$ cat src/rtl/snake_pkg.sv
// Shared types for the snake heading controller.
// TURN_COALESCE_EN selects opposite-turn tail cancel in the queue.
package snake_pkg;

  localparam int HEADING_W = 2;

  typedef enum logic [HEADING_W-1:0] {
    N = 2'd0,
    E = 2'd1,
    S = 2'd2,
    W = 2'd3
  } heading_t;

  typedef enum logic {
    L = 1'b0,
    R = 1'b1
  } turn_t;

  typedef enum logic [1:0] {
    IDLE  = 2'd0,
    RUN   = 2'd1,
    PAUSE = 2'd2
  } ctrl_state_t;

endpackage

$ cat src/rtl/snake_heading_ctrl_if.sv
// Encoder/tick inputs and heading/step outputs of the controller.
// TURN_COALESCE_EN does not change this interface.
interface snake_heading_ctrl_if;
  import snake_pkg::*;

  logic                 rot_l_pulse;
  logic                 rot_r_pulse;
  logic                 press_pulse;
  logic                 tick;
  logic [HEADING_W-1:0] heading;
  logic                 step;
  logic                 running;
  logic [2:0]           q_count;
  logic                 drop_pulse;

  modport master (
    output rot_l_pulse, rot_r_pulse,
    output press_pulse, tick,
    input  heading, step, running,
    input  q_count, drop_pulse
  );

  modport slave (
    input  rot_l_pulse, rot_r_pulse,
    input  press_pulse, tick,
    output heading, step, running,
    output q_count, drop_pulse
  );

endinterface

$ cat src/rtl/snake_turn_fifo.sv
// Small shift-register queue of 1-bit turns, head at index 0.
// TURN_COALESCE_EN: an opposite push cancels the tail entry.
module snake_turn_fifo #(
  parameter int QDEPTH = 2
) (
  input  logic       clk,
  input  logic       rst,
  input  logic       push,
  input  logic       pop,
  input  logic       flush,
  input  logic       din,
  output logic       dout,
  output logic [2:0] count,
  output logic       full,
  output logic       empty,
  output logic       cancel
);

  logic [QDEPTH-1:0] mem_q, mem_d;
  logic [2:0]        cnt_q, cnt_d;

`ifdef TURN_COALESCE_EN
  logic tail;

  // Cancel when the push undoes the tail and that tail survives the pop
  always_comb begin
    tail = 1'b0;
    for (int i = 0; i < QDEPTH; i++)
      if (int'(cnt_q) == i + 1) tail = mem_q[i];
    cancel = push & (cnt_q != 3'd0) & (tail != din)
           & ~(pop & (cnt_q == 3'd1));
  end
`else
  assign cancel = 1'b0;
`endif

  // Pop first, then cancel or push into the freed space
  always_comb begin
    mem_d = mem_q;
    cnt_d = cnt_q;
    if (flush) begin
      cnt_d = 3'd0;
    end else begin
      if (pop && cnt_q != 3'd0) begin
        for (int i = 0; i < QDEPTH - 1; i++)
          mem_d[i] = mem_q[i+1];
        cnt_d = cnt_q - 3'd1;
      end
      if (cancel) begin
        cnt_d = cnt_d - 3'd1;
      end else if (push && cnt_d < 3'(QDEPTH)) begin
        for (int i = 0; i < QDEPTH; i++)
          if (int'(cnt_d) == i) mem_d[i] = din;
        cnt_d = cnt_d + 3'd1;
      end
    end
  end

  // Queue storage
  always_ff @(posedge clk or negedge rst) begin
    if (!rst) begin
      mem_q <= '0;
      cnt_q <= 3'd0;
    end else begin
      mem_q <= mem_d;
      cnt_q <= cnt_d;
    end
  end

  assign dout  = mem_q[0];
  assign count = cnt_q;
  assign full  = (cnt_q == 3'(QDEPTH));
  assign empty = (cnt_q == 3'd0);

endmodule

$ cat src/rtl/snake_heading_ctrl.sv
// Run/pause FSM and heading register fed by the turn queue.
// TURN_COALESCE_EN enables tail cancel in snake_turn_fifo.
module snake_heading_ctrl
  import snake_pkg::*;
#(
  parameter int                   QDEPTH      = 2,
  parameter logic [HEADING_W-1:0] HEADING_RST = 2'd1
) (
  input  logic clk,
  input  logic rst,
  snake_heading_ctrl_if.slave io
);

  localparam logic [1:0] ST_IDLE  = IDLE;
  localparam logic [1:0] ST_RUN   = RUN;
  localparam logic [1:0] ST_PAUSE = PAUSE;

  logic [1:0]           state_q, state_d;
  logic [HEADING_W-1:0] heading_q, heading_d;
  logic                 step_q, step_d;
  logic                 drop_q, drop_d;

  logic       is_run, tick_ok, push_ok;
  logic       pop, flush;
  logic       f_head, f_full, f_empty, f_cancel;
  logic [2:0] f_count;

  // A press in the same cycle wins over tick and turns
  always_comb begin
    is_run  = (state_q == ST_RUN);
    tick_ok = is_run & io.tick & ~io.press_pulse;
    push_ok = is_run & ~io.press_pulse
            & (io.rot_l_pulse ^ io.rot_r_pulse);
    pop     = tick_ok & ~f_empty;
    flush   = is_run & io.press_pulse;
  end

  snake_turn_fifo #(.QDEPTH(QDEPTH)) u_fifo (
    .clk   (clk),
    .rst   (rst),
    .push  (push_ok),
    .pop   (pop),
    .flush (flush),
    .din   (io.rot_r_pulse),
    .dout  (f_head),
    .count (f_count),
    .full  (f_full),
    .empty (f_empty),
    .cancel(f_cancel)
  );

  // Press advances IDLE->RUN, RUN<->PAUSE
  always_comb begin
    state_d = state_q;
    if (io.press_pulse) begin
      unique case (1'b1)
        state_q == ST_IDLE:  state_d = ST_RUN;
        state_q == ST_RUN:   state_d = ST_PAUSE;
        state_q == ST_PAUSE: state_d = ST_RUN;
        default:             state_d = ST_IDLE;
      endcase
    end
  end

  // Apply the popped turn together with the step strobe
  always_comb begin
    heading_d = heading_q;
    if (pop)
      heading_d = (f_head == R) ? heading_q + 2'd1
                                : heading_q - 2'd1;
    step_d = tick_ok;
    drop_d = push_ok & f_full & ~pop & ~f_cancel;
  end

  // Controller registers
  always_ff @(posedge clk or negedge rst) begin
    if (!rst) begin
      state_q   <= ST_IDLE;
      heading_q <= HEADING_RST;
      step_q    <= 1'b0;
      drop_q    <= 1'b0;
    end else begin
      state_q   <= state_d;
      heading_q <= heading_d;
      step_q    <= step_d;
      drop_q    <= drop_d;
    end
  end

  assign io.heading    = heading_q;
  assign io.step       = step_q;
  assign io.running    = is_run;
  assign io.q_count    = f_count;
  assign io.drop_pulse = drop_q;

endmodule

$ cat src/flat_wrapper.sv
// flat-port wrapper written by rule: the top's interface ports become plain ports
module snake_heading_ctrl_flat import snake_pkg::*;
#(
  parameter int                   QDEPTH      = 2,
  parameter logic [HEADING_W-1:0] HEADING_RST = 2'd1
)
  (clk, rst, io_rot_l_pulse, io_rot_r_pulse, io_press_pulse, io_tick, io_heading, io_step, io_running, io_q_count, io_drop_pulse);
  snake_heading_ctrl_if io_i ();
  input  logic clk;
  input  logic rst;
  input wire logic [$bits(io_i.rot_l_pulse)-1:0] io_rot_l_pulse;
  input wire logic [$bits(io_i.rot_r_pulse)-1:0] io_rot_r_pulse;
  input wire logic [$bits(io_i.press_pulse)-1:0] io_press_pulse;
  input wire logic [$bits(io_i.tick)-1:0] io_tick;
  output wire logic [$bits(io_i.heading)-1:0] io_heading;
  output wire logic [$bits(io_i.step)-1:0] io_step;
  output wire logic [$bits(io_i.running)-1:0] io_running;
  output wire logic [$bits(io_i.q_count)-1:0] io_q_count;
  output wire logic [$bits(io_i.drop_pulse)-1:0] io_drop_pulse;
  assign io_i.rot_l_pulse = io_rot_l_pulse;
  assign io_i.rot_r_pulse = io_rot_r_pulse;
  assign io_i.press_pulse = io_press_pulse;
  assign io_i.tick = io_tick;
  assign io_heading = io_i.heading;
  assign io_step = io_i.step;
  assign io_running = io_i.running;
  assign io_q_count = io_i.q_count;
  assign io_drop_pulse = io_i.drop_pulse;
  snake_heading_ctrl #(.QDEPTH(QDEPTH), .HEADING_RST(HEADING_RST)) u_core (.clk(clk), .rst(rst), .io(io_i));
endmodule
$ cat config.mk
export PLATFORM = sky130hd
export DESIGN_NAME = snake_heading_ctrl_flat
export DESIGN_NICKNAME = d
export VERILOG_FILES = /design/src/rtl/snake_pkg.sv /design/src/rtl/snake_heading_ctrl_if.sv /design/src/rtl/snake_turn_fifo.sv /design/src/rtl/snake_heading_ctrl.sv /design/src/flat_wrapper.sv
export SDC_FILE = /design/constraint.sdc
export NUM_CORES = 1
export LEC_CHECK = 0
export BUFFER_PORTS_ARGS = -buffer_cell sky130_fd_sc_hd__clkbuf_2
export CAP_MARGIN = 5
export CORE_AREA = 2 2 39 41
export CTS_BUF_LIST = sky130_fd_sc_hd__clkbuf_8
export CTS_CLUSTER_SIZE = 40
export DETAILED_ROUTE_END_ITERATION = 8
export DIE_AREA = 0 0 41 43
export PLACE_DENSITY_LB_ADDON = 0.05
export SLEW_MARGIN = 10
export SYNTH_ARGS = -nofsm -noshare
export SYNTH_HDL_FRONTEND = slang
export SYNTH_SLANG_ARGS = --single-unit
$ cat constraint.sdc
create_clock -name clk -period 2.7 [get_ports clk]
set_clock_uncertainty 0.1 [all_clocks]
set_input_delay 0.27 -clock clk [delete_from_list [all_inputs] [get_ports clk]]
set_output_delay 0.27 -clock clk [all_outputs]
set_load 0.03 [all_outputs]
# After elaboration in Yosys (flattened, before gate mapping)
# Index checks and enable logic that the tools add are counted.
op_classes:
  addsub: 4
  mul: 0
  n_div: 0
  order_cmp: 1
  n_eq_ne: 4
  shifts: 0
  mux: 9
  bitwise: 13
  reduce_logical: 8
ops:
  columns: ["cell", "n"]
  rows:
  - ["3-bit two-way mux", 4]
  - ["1-bit bitwise AND", 8]
  - ["3-bit by 2-bit equality test with 1-bit output, second input constant", 2]
  - ["3-bit logical NOT", 2]
  - ["1-bit NOT", 4]
  - ["2-bit one-hot mux with 2 select lines", 1]
  - ["3-bit by 1-bit adder with 3-bit output, second input constant", 1]
  - ["3-bit by 2-bit < comparator with 1-bit output, second input constant", 1]
  - ["1-bit two-way mux", 3]
  - ["3-bit AND reduction", 1]
  - ["3-bit nonzero test", 1]
  - ["3-bit by 1-bit subtractor with 3-bit output, second input constant", 1]
  - ["2-bit by 1-bit adder with 2-bit output, second input constant", 1]
  - ["2-bit by 1-bit equality test with 1-bit output, second input constant", 1]
  - ["2-bit equality test, second input constant", 1]
  - ["1-bit logical AND", 2]
  - ["2-bit logical NOT", 1]
  - ["2-bit two-way mux", 1]
  - ["2-bit OR reduction", 1]
  - ["2-bit by 1-bit subtractor with 2-bit output, second input constant", 1]
  - ["1-bit bitwise XOR", 1]
word_totals:
  register_bits: 11
  latch_bits: 0
  mem_bits_rw: 0
  rom_bits: 0
  out_inout_bits: 8
  n_memories: 0

# Longest topological paths before layout
# Gate-level depths: netlist of the first run.
depth:
  ltp_word: 11
  ltp_mapped: 10

# By module
# A second synthesis of the first run with hierarchy kept.
hier_totals:
  cells_unflattened: 69
  area_unflattened_um2: 737.0
by_module_without_submodules:
  columns: ["mod", "n_inst", "cells_each", "area_per_inst_um2", "seq_area_each_um2"]
  rows:
  - ["snake_turn_fifo", 1, 48, 439.2, 125.1]
  - ["snake_heading_ctrl", 1, 21, 297.8, 151.4]

# Least setup slack after synthesis of the first run
# Ideal clock, no wire load.
synth_timing:
  kind: "register to register"
  start: "register u_core.u_fifo.cnt_q[0], in the netlist u_core.u_fifo.count[0]"
  end: "register u_core.u_fifo.mem_q[0]"
  setup_ns: 0.124
  t_arrival_ns: 2.292
  required_time_ns: 2.476
  path_slack_ns: 0.185
  path_stages_with_launch: 11
  n_path_buf: 1
  synth_period_minus_slack_ns: 2.515
  cell_sequence: "dfrtp_1 -> inv_1 -> ha_1 -> nand2b_1 -> clkbuf_1 -> nand2_1 -> mux2i_1 -> inv_1 -> ha_1 -> and3_1 -> a211o_1"
synth_via:
  elab_chain_cells: 9
synth_lines:
  columns: ["element", "line", "source"]
  rows:
  - ["start: declaration", "snake_turn_fifo.sv:20", "logic [2:0] cnt_q, cnt_d;"]
  - ["start signal: assignment", "snake_turn_fifo.sv:66", "cnt_q <= cnt_d;"]
  - ["branches (longest 8 deep; another with 3-bit by 1-bit subtractor with 3-bit output)", null, null]
  - ["1-bit two-way mux (*)", "snake_turn_fifo.sv:51", "end else if (push && cnt_d < 3'(QDEPTH)) begin"]
  - ["end signal: assignment", "snake_turn_fifo.sv:65", "mem_q <= mem_d;"]
  - ["end: declaration", "snake_turn_fifo.sv:19", "logic [QDEPTH-1:0] mem_q, mem_d;"]
# Mark *: on every way between the ends. The select of a mux whose other input is x is not followed.
# A chain may end at the register's enable or synchronous reset.

# Worst setup path after layout of the first run
layout_timing:
  start: "register u_core.state_q[0]"
  end: "register u_core.u_fifo.mem_q[0]"
layout_via:
  elab_chain_cells: 10
layout_lines:
  columns: ["element", "line", "source"]
  rows:
  - ["start: declaration", "snake_heading_ctrl.sv:18", "logic [1:0] state_q, state_d;"]
  - ["start signal: assignment", "snake_heading_ctrl.sv:83", "state_q <= state_d;"]
  - ["2-bit by 1-bit equality test with 1-bit output (*)", "snake_heading_ctrl.sv:30", "is_run = (state_q == ST_RUN);"]
  - ["1-bit bitwise AND (*) (2 in a row)", "snake_heading_ctrl.sv:31", "tick_ok = is_run & io.tick & ~io.press_pulse;"]
  - ["net u_core.step_d", "snake_heading_ctrl.sv:20", "logic step_q, step_d;"]
  - ["1-bit bitwise AND (*)", "snake_heading_ctrl.sv:34", "pop = tick_ok & ~f_empty;"]
  - ["1-bit logical AND (*)", "snake_turn_fifo.sv:44", "if (pop && cnt_q != 3'd0) begin"]
  - ["3-bit two-way mux", "snake_turn_fifo.sv:44", null]
  - ["3-bit two-way mux", "snake_turn_fifo.sv:41", "if (flush) begin"]
  - ["3-bit by 2-bit < comparator with 1-bit output / 3-bit logical NOT (equally long branches)", "snake_turn_fifo.sv:51, snake_turn_fifo.sv:53", null]
  - ["1-bit logical AND / 1-bit two-way mux (equally long branches)", "snake_turn_fifo.sv:51, snake_turn_fifo.sv:53", null]
  - ["1-bit two-way mux (*)", "snake_turn_fifo.sv:51", null]
# Mark *: on every way through the listed nets, which the timed path passes. The rest lies on a longest branch. The select of a mux whose other input is x is not followed.

==> results of run 1 <==
## path summary, 6_finish.rpt
kind | start | endpoint | depth (start not counted)
max reg2reg | u_core.state_q[0] | u_core.u_fifo.mem_q[0] | 8
min reg2reg | u_core.io.heading[1] | u_core.io.heading[1] | 1
max | u_core.state_q[0] | u_core.u_fifo.mem_q[0] | 8
max in group asynchronous | rst | u_core.io.heading[0] | 2
min | io_press_pulse | u_core.state_q[0] | 2
min in group asynchronous | rst | u_core.u_fifo.count[2] | 2
## where the power goes
part	switching, W	total, W	internal (W)	leakage (nW)
logic	0.000316	0.000526	0.000210	0.243
registers	0.0000631	0.000299	0.000236	0.140
clock network	0.0000634	0.000163	0.000100	0.0269
## critical path, stage by stage (launching register included)
cell	delay (ps)
dfrtp_1	400
or4bb_1	560
clkinv_1	80
nand2_1	140
mux2i_1	240
inv_1	70
ha_1	220
and3_1	170
a211o_1	280
## registers in the layout, indices dropped and copies added, names as in the netlist
register and count:
u_core.io.drop_pulse 1, u_core.u_fifo.mem_q 2, u_core.u_fifo.count 3, u_core.io.heading 2
u_core.io.step 1, u_core.state_q 2
## stage by stage
step	total power, W	cells
finish	0.0009883	101
global route	0.001072	101
CTS	0.0009924	101
detailed placement	0.0008255	96
global placement	0.0008255	96
floorplan	0.0006847	66
## cells by family (layout without fill, tap and decap cells)
group | count (synthesis) | after routing | share of synthesized area
xor gates and xnor gates | 8 | 8 | 0.1041
buffers and inverters | 8 | 27 | 0.04460
adders and majority gates | 4 | 4 | 0.07435
and+or+nand+nor | 20 | 20 | 0.1803
DFF | 11 | 11 | 0.4108
muxes | 3 | 3 | 0.04647
AOI/OAI and AO/OA | 12 | 12 | 0.1394
## layer usage
metal | track usage | part of all wire | vias to the layer above
met2 | 0.2688 | 0.44 | 15
met5 | 0 | 0 | -
met4 | 0.1400 | 0.033 | 0
met3 | 0.03141 | 0.044 | 5
li1 | - | - | 275
met1 | 0.2730 | 0.48 | 254
## area by class of cell
class | instances | area, um2
Clock inverter | 1 | 3.754
Tap cell | 16 | 20.02
Fill cell | 124 | 559.3
Sequential cell | 11 | 276.5
Timing Repair Buffer | 16 | 90.09
Clock buffer | 3 | 41.29
Inverter | 7 | 26.28
Multi-Input combinational cell | 47 | 366.6
## layout by cell type (no fill, tap or decap), types with 2 or more instances in the layout
cell type,n
xor2_1,3
clkbuf_2,13
nor2_1,4
xnor2_1,5
inv_1,7
nand2_1,2
buf_4,2
ha_1,4
and3_1,2
nand4_1,3
clkbuf_8,3
mux2i_1,2
nor2b_1,2
dfrtp_1,10
## what timing repair did
action	in CTS	in global routing
endpoints found under the hold margin	10	0
hold buffers	1	0
buffers inserted	0	0
==> results.toml, run 1 <==
[outcome]
outcome = "complete, no violations"

[synth]
synth_warnings = 0
yosysMostFrequentCell = "dfrtp_1"
synth.cell_area_um2 = 673.1
synth.distinct_cells = 34
syn_inst = 66
synth-main-ff-cell = "dfrtp_1"
synth_seq_cells = 11
synth-edff-count = 0
seq_area_frac_synth = 0.4108
synthTopCellsByArea = "dfrtp_1 37%, ha_1 7.4%, xnor2_1 6.5%"
synth_nets = 76
yosysTopAreaCell = "dfrtp_1"
synth_top_area_frac = 0.3717
yosys-top-cells-count = "10 x dfrtp_1, 6 x inv_1, 5 x xnor2_1, 4 x ha_1, 4 x nor2_1"
avgSynthCellArea_um2 = 10.20
synthArstFlopShare = 1.000

[finish]
utilization = 0.5958
n_antenna_cell = 0
drive_gt1_frac = 0.2471
area_delta_synth_final_pct = 22.49
postLayoutCellArea_um2 = 824.5
nets = 96

[timing]
hold_viol = 0
period_share = 0.8787
layout_setup_ws_ps = 327.6
rsz0062_at_grt = "false"
tightest_slew_ps = 333.6
slew_headroom = 0.7760
whs_ps = 186.9
tns_ps = 0
fmax_mhz = 421.5
finalSetupViolCount = 0
slew_violations = 0
fin_crit_ps = 2372

[pwr]
max-vdd-ir-drop_v = 0.0006190
p_per_area_nw_per_um2 = 1199
power.leakage_nw = 0.4099

[global_route]
antenna_found_initial = 0
grt_pass1_wl_um = 2318
grt_max_degree = 12
grt_pass1_vias = 538
grt_usage = 0.1982
grt_overflow = 0

[floorplanning]
start_util = 0.4864
std_cell_rows = 14
die_y_um = 43
dieArea_um2 = 1763
die_w_um = 41
ioPinCount = 14
core-area_um2 = 1384

[clock_tree]
cts_resized = 0
cts_tree = "done"
clock_sinks = 11
ctsRootBufferMaster = "clkbuf_8"
h-tree-depth = 1
clk_pin_slew_ps = 50
numCtsBuffers = 3
clk_latency_ps = 240
clk_path_buf_depth = 2

[place]
place_area_um2 = 769.5
numPortBuffers = 13
dp_slack_ps = 311.3
gpl.final_weighted_congestion = 0.8037
dp_hpwl_um = 1009

[worst_setup_path]
worstSetupPathType = "register to register"
cp.required_ps = 2720
start_kind = "register"
timing.reg2reg.setup_slack_ps = 330
cp_max_fo = 5
endpoint_kind = "register"
crit_arrival_ps = 2400

[drt]
drtPass1Iterations = 4
vias = 549
drc_errors = 0
antenna_left = 0
totalWireLength_um = 1301
vias_per_cell = 5.436
wire_per_inst_um = 12.88
drtIter0Drc = 16

[hold_path]
min_path_type = "primary input to register"

[run]
drv_cap = 0
(Power assumes the default switching activity.)
==> run 2: changes to the inputs <==
--- a/config.mk
+++ b/config.mk
@@ -7,13 +7,14 @@
 export LEC_CHECK = 0
 export BUFFER_PORTS_ARGS = -buffer_cell sky130_fd_sc_hd__clkbuf_2
 export CAP_MARGIN = 5
-export CORE_AREA = 2 2 39 41
+export CORE_MARGIN = 2
+export CORE_UTILIZATION = 56
 export CTS_BUF_LIST = sky130_fd_sc_hd__clkbuf_8
 export CTS_CLUSTER_SIZE = 40
 export DETAILED_ROUTE_END_ITERATION = 8
-export DIE_AREA = 0 0 41 43
 export PLACE_DENSITY_LB_ADDON = 0.05
 export SLEW_MARGIN = 10
 export SYNTH_ARGS = -nofsm -noshare
 export SYNTH_HDL_FRONTEND = slang
+export SYNTH_HIERARCHICAL = 1
 export SYNTH_SLANG_ARGS = --single-unit
==> results.toml, run 2 <==
[timing]
slew_violations = 0
hold_viol = 0
fmax_mhz = 376.9
period_share = 0.9828
tns_ps = 0
fin_crit_ps = 2653
whs_ps = 205.7
finalSetupViolCount = 0

[drt]
totalWireLength_um = 1735
drtIter0Drc = 42
drtPass1Iterations = 4
wire_per_inst_um = 14.70
antenna_left = 0
vias = 623
vias_per_cell = 5.280
drc_errors = 0

[clock_tree]
clk_path_buf_depth = 2
clk_latency_ps = 240
clk_pin_slew_ps = 40
clock_sinks = 11
ctsRootBufferMaster = "clkbuf_8"
h-tree-depth = 1
numCtsBuffers = 3
cts_tree = "done"

[synth]
yosysMostFrequentCell = "dfrtp_1"
synth-edff-count = 0
syn_inst = 69
yosys-top-cells-count = "10 x dfrtp_1, 7 x inv_1, 5 x ha_1"
synth_top_area_frac = 0.3396
synth_nets = 80
synth-main-ff-cell = "dfrtp_1"
seq_area_frac_synth = 0.3752
synthArstFlopShare = 1.000
yosysTopAreaCell = "dfrtp_1"
avgSynthCellArea_um2 = 10.68
synth.cell_area_um2 = 737.0
synthTopCellsByArea = "dfrtp_1 34%, ha_1 8.5%, mux2i_1 5.4%"
synth_seq_cells = 11
synth_warnings = 6
synth.distinct_cells = 36

[finish]
area_delta_synth_final_pct = 43.29
final_common_cell = "buf_4"
largest_reg_flops = 3
mostFrequentLayoutCells = "17 x buf_4, 13 x clkbuf_2, 8 x dfrtp_1"
n_antenna_cell = 0
utilization = 0.8323
nets = 115
final_cell_count_no_fill = 118
drive_gt1_frac = 0.5437

[global_route]
grt_pass1_vias = 534
grt_usage = 0.2314
grt_pass1_wl_um = 2346
antenna_found_initial = 0
grt_max_degree = 12
grt_overflow = 0

[worst_setup_path]
cp.required_ps = 2720
critPathLaunch = "u_core/u_fifo/count[1]"
cp_slowest_cell = "or4_4"
crit_arrival_ps = 2670
r2r-end = "u_core/u_fifo/mem_q[1]"
timing.reg2reg.setup_slack_ps = 50
crit_chain = "inv_2 > ha_4 > nand2b_4 > clkinvlp_4 > nor2_4 > inv_2 > nor3_4 > or2_4 > ha_4 > or2b_4 > or4_4 > mux2_4"
cp.depth = 12
endpoint_kind = "register"
ff2ff_path_depth = 12
critPathMaxStageDelay_ps = 420
cp.buffers_inverters = 3
crit_family = "simple AND/OR/NAND/NOR gates"
start_kind = "register"
cp_max_fo = 4
worstReg2RegStart = "u_core/u_fifo/count[1]"
worstSetupEndpoint = "u_core/u_fifo/mem_q[1]"
worstSetupPathType = "register to register"

[floorplanning]
dieArea_um2 = 1622
start_util = 0.5809
core-area_um2 = 1269
std_cell_rows = 13
die_y_um = 40.28
ioPinCount = 14
die_w_um = 40.28

[outcome]
outcome = "complete, no violations"

[hold_path]
min_path_type = "primary input to register"
worstHoldStart = "io_press_pulse"

[place]
numPortBuffers = 13
dp_hpwl_um = 1200
gpl.final_weighted_congestion = 0.9327
placed_cells = 106

[pwr]
power.leakage_nw = 0.5191
p_per_area_nw_per_um2 = 1113
max-vdd-ir-drop_v = 0.0007726

[run]
drv_cap = 0
[run 2: cell families (layout without fill, tap and decap cells)]
group,after synthesis,in the layout,synth area share
adder cells (fa/ha/maj),5,5,0.08489
flip-flops,11,11,0.3752
buffers and inverters,8,42,0.04585
multiplexers,5,5,0.06961
AO/OA/AOI/OAI,11,11,0.1036
XOR/XNOR,5,5,0.05942
other,1,1,0.005088
AND/OR/NAND/NOR,23,23,0.2564
[run 2: report_power, final]
group          leakage [nW]  switching [W]  internal (W)
Combinational         0.355       0.000376      0.000344
Sequential            0.138      0.0000613      0.000235
Clock                0.0269      0.0000588     0.0000995
[run 2: how the worst min path moves through the flow]
stage / to / slack [ps] / cells past startpoint
CTS: u_core/state_q[0] / 200 / 2
finish: u_core/state_q[0] / 210 / 2
global placement: u_core/io.heading[1] / 60 / 1
detailed placement: u_core/io.step / 60 / 1
floorplan: u_core/io.drop_pulse / -130 / 0
global route: u_core/state_q[0] / 220 / 2
[run 2: area by class of cell]
type                    instances  area [um2]
clock buffers                   3       41.29
clock inverters                 1       3.754
fillers                        73       212.7
inverters                       7       32.53
multi-input cells              50       478.0
flip-flops and latches         11       279.0
well taps                      15       18.77
repair buffers                 31       202.7
[run 2: per-layer routing]
layer | GRT usage | part of all wire | vias up
met3 | 0.1000 | 0.052 | 2
met2 | 0.4073 | 0.50 | 22
met5 | 0 | 0 | -
li1 | - | - | 311
met4 | 0.02500 | 0.0058 | 0
met1 | 0.2674 | 0.44 | 288
[run 2: repair_timing]
item | CTS | global route
hold buffers | 1 | 0
setup endpoints to repair | 1 | 1
pin swaps | 1 | 4
hold endpoints to repair | 10 | 0
buffers inserted | 1 | 6
resized for setup | 0 | 7
[run 2: per-stage QoR]
stage,cell area [um2],worst slack [ps],total power (W)
finish,1056,46.51,0.001175
CTS,979.7,10.71,0.001059
global placement,917.1,59.54,0.0008680
global route,1056,-59.76,0.001244
detailed placement,917.1,40.37,0.0008867
floorplan,765.7,-105.3,0.0006818
